### config.mk
export PLATFORM = sky130hd
export DESIGN_NAME = instr_fetch_sequencer
export DESIGN_NICKNAME = d
export VERILOG_FILES = /design/src/rtl/instr_fetch_sequencer.sv
export SDC_FILE = /design/constraint.sdc
export NUM_CORES = 1
export LEC_CHECK = 0
export ABC_CLOCK_PERIOD_IN_PS = 4400
export CORE_MARGIN = 3
export CORE_UTILIZATION = 45
export CTS_CLUSTER_DIAMETER = 80
export DETAILED_ROUTE_END_ITERATION = 12
export PLACE_DENSITY_LB_ADDON = 0.12
export SLEW_MARGIN = 30
export SYNTH_ARGS = -nofsm -noshare
export SYNTH_HDL_FRONTEND = slang
export SYNTH_SLANG_ARGS = --single-unit
### constraint.sdc
create_clock -name clk -period 4.4 [get_ports clk]
set_input_delay 0.88 -clock clk [delete_from_list [all_inputs] [get_ports clk]]
set_output_delay 0.88 -clock clk [all_outputs]
set_load 0.05 [all_outputs]
### src/rtl/instr_fetch_sequencer.sv
// instr_fetch_sequencer: fetches 16-bit instruction words (a second word for group 5),
// classifies the first word and hands complete instructions to decode; owns the PC.
module instr_fetch_sequencer #(
   parameter int unsigned ADDR_WIDTH = 16,
   parameter logic [ADDR_WIDTH-1:0] RESET_PC = '0
) (
   input  logic                  clk,
   input  logic                  rst_n,
   output logic                  mem_req,
   output logic [ADDR_WIDTH-1:0] mem_addr,
   input  logic [15:0]           mem_rdata,
   input  logic                  mem_ack,
   output logic                  instr_valid,
   input  logic                  instr_ready,
   output logic [15:0]           instr_hi,
   output logic [15:0]           instr_lo,
   output logic [2:0]            instr_grp,
   output logic [ADDR_WIDTH-1:0] instr_pc,
   input  logic                  redirect_valid,
   input  logic [ADDR_WIDTH-1:0] redirect_pc
);
   typedef enum logic [1:0] {FETCH_HI, FETCH_LO, HOLD, DISCARD} state_t;
   state_t                state_q, state_d;
   logic [ADDR_WIDTH-1:0] pc_q, pc_d, redir_q, redir_d, ipc_q, ipc_d;
   logic                  req_q, req_d, valid_q, valid_d;
   logic [15:0]           hi_q, hi_d, lo_q, lo_d;
   logic [2:0]            grp_q, grp_d, grp_w;

   function automatic logic [2:0] classify(input logic [15:0] w);
      return !w[15] ? 3'd1 : !w[14] ? 3'd2 : w[15:12] == 4'b1100 ? 3'd3 :
             w[15:12] == 4'b1101 ? 3'd4 : w[15:10] == 6'b111000 ? 3'd5 : 3'd0;
   endfunction

   assign grp_w = classify(mem_rdata);

   always_comb begin
      state_d = state_q;
      pc_d    = pc_q;
      redir_d = redir_q;
      req_d   = req_q;
      valid_d = valid_q;
      hi_d    = hi_q;
      lo_d    = lo_q;
      grp_d   = grp_q;
      ipc_d   = ipc_q;
      case (state_q)
         FETCH_HI, FETCH_LO: begin
            if (redirect_valid) begin
               // an outstanding request cannot be withdrawn, so its data is drained in DISCARD
               if (req_q && !mem_ack) begin
                  redir_d = redirect_pc;
                  state_d = DISCARD;
               end else begin
                  pc_d    = redirect_pc;
                  state_d = FETCH_HI;
                  req_d   = !req_q;
               end
            end else if (!req_q) begin
               req_d = 1'b1;
            end else if (mem_ack) begin
               pc_d = pc_q + 1'b1;
               if (state_q == FETCH_HI) begin
                  hi_d  = mem_rdata;
                  ipc_d = pc_q;
                  grp_d = grp_w;
                  lo_d  = '0;
               end else begin
                  lo_d = mem_rdata;
               end
               if (state_q == FETCH_HI && grp_w == 3'd5) begin
                  state_d = FETCH_LO;
               end else begin
                  state_d = HOLD;
                  req_d   = 1'b0;
                  valid_d = 1'b1;
               end
            end
         end
         HOLD: begin
            if (redirect_valid || instr_ready) begin
               state_d = FETCH_HI;
               valid_d = 1'b0;
               req_d   = 1'b1;
               pc_d    = redirect_valid ? redirect_pc : pc_q;
            end
         end
         DISCARD: begin
            if (redirect_valid) redir_d = redirect_pc;
            if (mem_ack) begin
               state_d = FETCH_HI;
               pc_d    = redirect_valid ? redirect_pc : redir_q;
            end
         end
         default: state_d = FETCH_HI;
      endcase
   end

   always_ff @(posedge clk or negedge rst_n) begin
      if (!rst_n) begin
         state_q <= FETCH_HI;
         pc_q    <= RESET_PC;
         redir_q <= '0;
         req_q   <= 1'b0;
         valid_q <= 1'b0;
         hi_q    <= '0;
         lo_q    <= '0;
         grp_q   <= '0;
         ipc_q   <= '0;
      end else begin
         state_q <= state_d;
         pc_q    <= pc_d;
         redir_q <= redir_d;
         req_q   <= req_d;
         valid_q <= valid_d;
         hi_q    <= hi_d;
         lo_q    <= lo_d;
         grp_q   <= grp_d;
         ipc_q   <= ipc_d;
      end
   end

   assign mem_req     = req_q;
   assign mem_addr    = pc_q;
   assign instr_valid = valid_q;
   assign instr_hi    = hi_q;
   assign instr_lo    = lo_q;
   assign instr_grp   = grp_q;
   assign instr_pc    = ipc_q;
endmodule

==> flow_metrics.env <==
export IMPL_status="completed"
export IMPL_crit_path_start="mem_addr[2]"
export IMPL_yosysWarnings=0
export IMPL_synth_area_leaders="dfrtp_1, mux2_2, o21ai_0"
export IMPL_drc=0
export IMPL_cp_slowest_cell="clkdlybuf4s50_1"
export IMPL_seq_area_um2=2180
export IMPL_drive_gt1_share_pct=15.8
export IMPL_slew_headroom_pct=39.5
export IMPL_worstPathArrival_ps=1800
export IMPL_cp_top_family="buffers and inverters"
export IMPL_worst_r2r_endpoint="redir_q[2]"
export IMPL_cts_buffers_inserted=9
export IMPL_finalCritPeriodShare_pct=60.8
export IMPL_first_iter_violations=159
export IMPL_postCtsHoldBufs=0
export IMPL_area_delta_synth_final_pct=32.6
export IMPL_insertion_delay_ps=350
export IMPL_fp_dieH_um=102
export IMPL_post_route_min_period_ps=2680
export IMPL_syn_area_per_cell_um2=10.6
export IMPL_dominantRegCellSynth="dfrtp_1"
export IMPL_syn_inst=389
export IMPL_synth_top_area_cell="dfrtp_1"
export IMPL_skew_ps=10.3
export IMPL_fp_row_count=34
export IMPL_ys_seq_area_share_pct=53.0
export IMPL_worstSetupPathType="reg -> out"
export IMPL_mappedNetlistNets=427
export IMPL_grt_pass1_wl_um=16400
export IMPL_synth_edf_count=0
export IMPL_dr_pass1_iters=5
export IMPL_dieWidth_um=102
export IMPL_place_inst=578
export IMPL_core_area_um2=8810
export IMPL_avgRoutedWirePerCell_um=17.1
export IMPL_fmax_mhz=374
export IMPL_stdcell_count=595
export IMPL_final_cell_mix="clkdlybuf4s50_1, dfrtp_1, nand2_1"
export IMPL_worstPathCellList="clkdlybuf4s50_1"
export IMPL_htreeDepth=3
export IMPL_grt_pass1_vias=3166
export IMPL_reg2reg_slack_ps=2110
export IMPL_cp_max_fo=10
export IMPL_layout_setup_ws_ps=1720
export IMPL_place_congestion=0.826
export IMPL_synth_seq_cells=87
export IMPL_cap_violations=0
export IMPL_cts_resized=0
export IMPL_rr_startpoint="state_q[1]"
export IMPL_rsz0062_at_grt="false"
export IMPL_tns_ps=0
export IMPL_p_per_area_nw_per_um2=876
export IMPL_cts_num_sinks=87
export IMPL_r2r_cells=4
export IMPL_post_place_ws_ps=1250
export IMPL_multi_input_area_um2=1810
export IMPL_grt_start_max_net_pins=55
export IMPL_synthArstFlopShare_pct=100
export IMPL_post_synth_top_area_fraction_pct=53.0
export IMPL_grt_util_all_layers_pct=20.1
export IMPL_fin_nets=520
export IMPL_antenna_cells=0
export IMPL_postCtsSetupRepairBufs=0
export IMPL_grt_overflow=0
export IMPL_portBuffers=105
export IMPL_ant_nets=0
export IMPL_hold_path_class="reg -> reg"
export IMPL_vias=3346
export IMPL_synth_area_um2=4110
export IMPL_critical_path_depth=1
export IMPL_fillers=752
export IMPL_path_buf_inv=1
export IMPL_dieArea_um2=10300
export IMPL_slowest_delay_ps=880
export IMPL_max_slew_worst_pin_slew_ps=906
export IMPL_cts_tree="yes"
export IMPL_antenna_found_initial=0
export IMPL_holdWs_ps=485
export IMPL_worstSetupEndpoint="mem_addr[2]"
export IMPL_wl_um=10200
export IMPL_yosysUniqueCellTypes=55
export IMPL_io_pins=106
export IMPL_finalSetupViolCount=0
export IMPL_start_util_pct=46.7
export IMPL_hold_violations=0
export IMPL_cp_end_kind="primary output"
export IMPL_vias_per_cell=5.62
export IMPL_worstPathRequired_ps=3520
export IMPL_final_max_slew_viol_count=0
export IMPL_fin_util_pct=61.9
export IMPL_cts_root_buf="clkbuf_8"
export IMPL_path_clk_slew_ps=90
export IMPL_final_common_cell="clkdlybuf4s50_1"
export IMPL_cts_path_max_buffers=2
export IMPL_dp_final_hpwl_um=7110
export IMPL_vdd_drop_max_mv=0.421
export IMPL_leakage_nw=2.19
export IMPL_crit_path_start_kind="flip-flop"
cell type report:
class                           instances  share of cell area (%)
Sequential cell                        87                    40.0
Timing Repair Buffer                  110                    20.3
Tap cell                              108                    2.48
Clock buffer                            9                    2.27
Clock inverter                          7                    1.42
Multi-Input combinational cell        269                    33.2
Inverter                                5                   0.344
synthesized netlist by cell type (all sizes together) (2+ instances only):
library cell / count
a21oi: 14
nand4: 6
nor4: 4
a221oi: 2
a211oi: 2
inv: 5
a31oi: 6
o21ai: 45
nor2: 16
clkbuf: 20
and3: 3
o22a: 2
a22o: 4
nor2b: 3
o21bai: 3
buf: 8
dfrtp: 87
mux2i: 2
o211ai: 2
a2bb2oi: 2
mux2: 50
nand3b: 4
a32oi: 2
o221ai: 2
nand2: 50
nor3: 4
nand3: 12
and4: 2
nand2b: 2
o21a: 2
a32o: 2
power by group:
group	switching [mW]	internal, mW
logic	1.66	0.973
clock network	0.291	0.268
registers	0.392	1.19
per-layer routing:
metal | wire length [um] | vias up | GRT usage (%) | share of wire, %
met2 | 4640 | 130 | 29.7 | 46
li1 | - | 1609 | - | -
met3 | 710 | 13 | 4.96 | 7.0
met1 | 4680 | 1594 | 29.6 | 46
met5 | 0 | - | 0 | 0
met4 | 118 | 0 | 5.42 | 1.2
cell families (layout without fill, tap and decap cells):
| logic type | count (synthesis) | after routing | synth area share [%] |
|---|---|---|---|
| DFF | 87 | 87 | 53.0 |
| buffers and inverters | 33 | 131 | 3.16 |
| and+or+nand+nor | 115 | 115 | 13.8 |
| adders and majority gates | 1 | 1 | 0.304 |
| muxes | 52 | 52 | 14.2 |
| xor gates and xnor gates | 1 | 1 | 0.213 |
| AOI/OAI and AO/OA | 100 | 100 | 15.3 |
worst min-delay path by stage:
stage	slack, ps	start	end	cells past startpoint
CTS	490	instr_lo[15]	instr_lo[15]	2
detailed placement	470	instr_lo[15]	instr_lo[15]	2
finish	480	instr_lo[3]	instr_lo[3]	2
global placement	460	instr_lo[0]	instr_lo[0]	2
global route	520	redir_q[7]	redir_q[7]	1
floorplan	470	redir_q[7]	redir_q[7]	1
flip-flops by register name (all words and copies together) (netlist names):
signal and count:
instr_valid 1, instr_pc 16, mem_addr 16, instr_lo 16, instr_hi 16, mem_req 1
redir_q 16, state_q 2, instr_grp 3
stage by stage:
stage                     power [mW]  instance area (um^2)
after CTS                       4.79                  5420
after global routing            5.05                  5450
after global placement          4.17                  5220
final                           4.77                  5450
after floorplan                 3.31                  4110
after detailed placement        4.22                  5220
No activity file was read; power rests on OpenSTA's default activity.
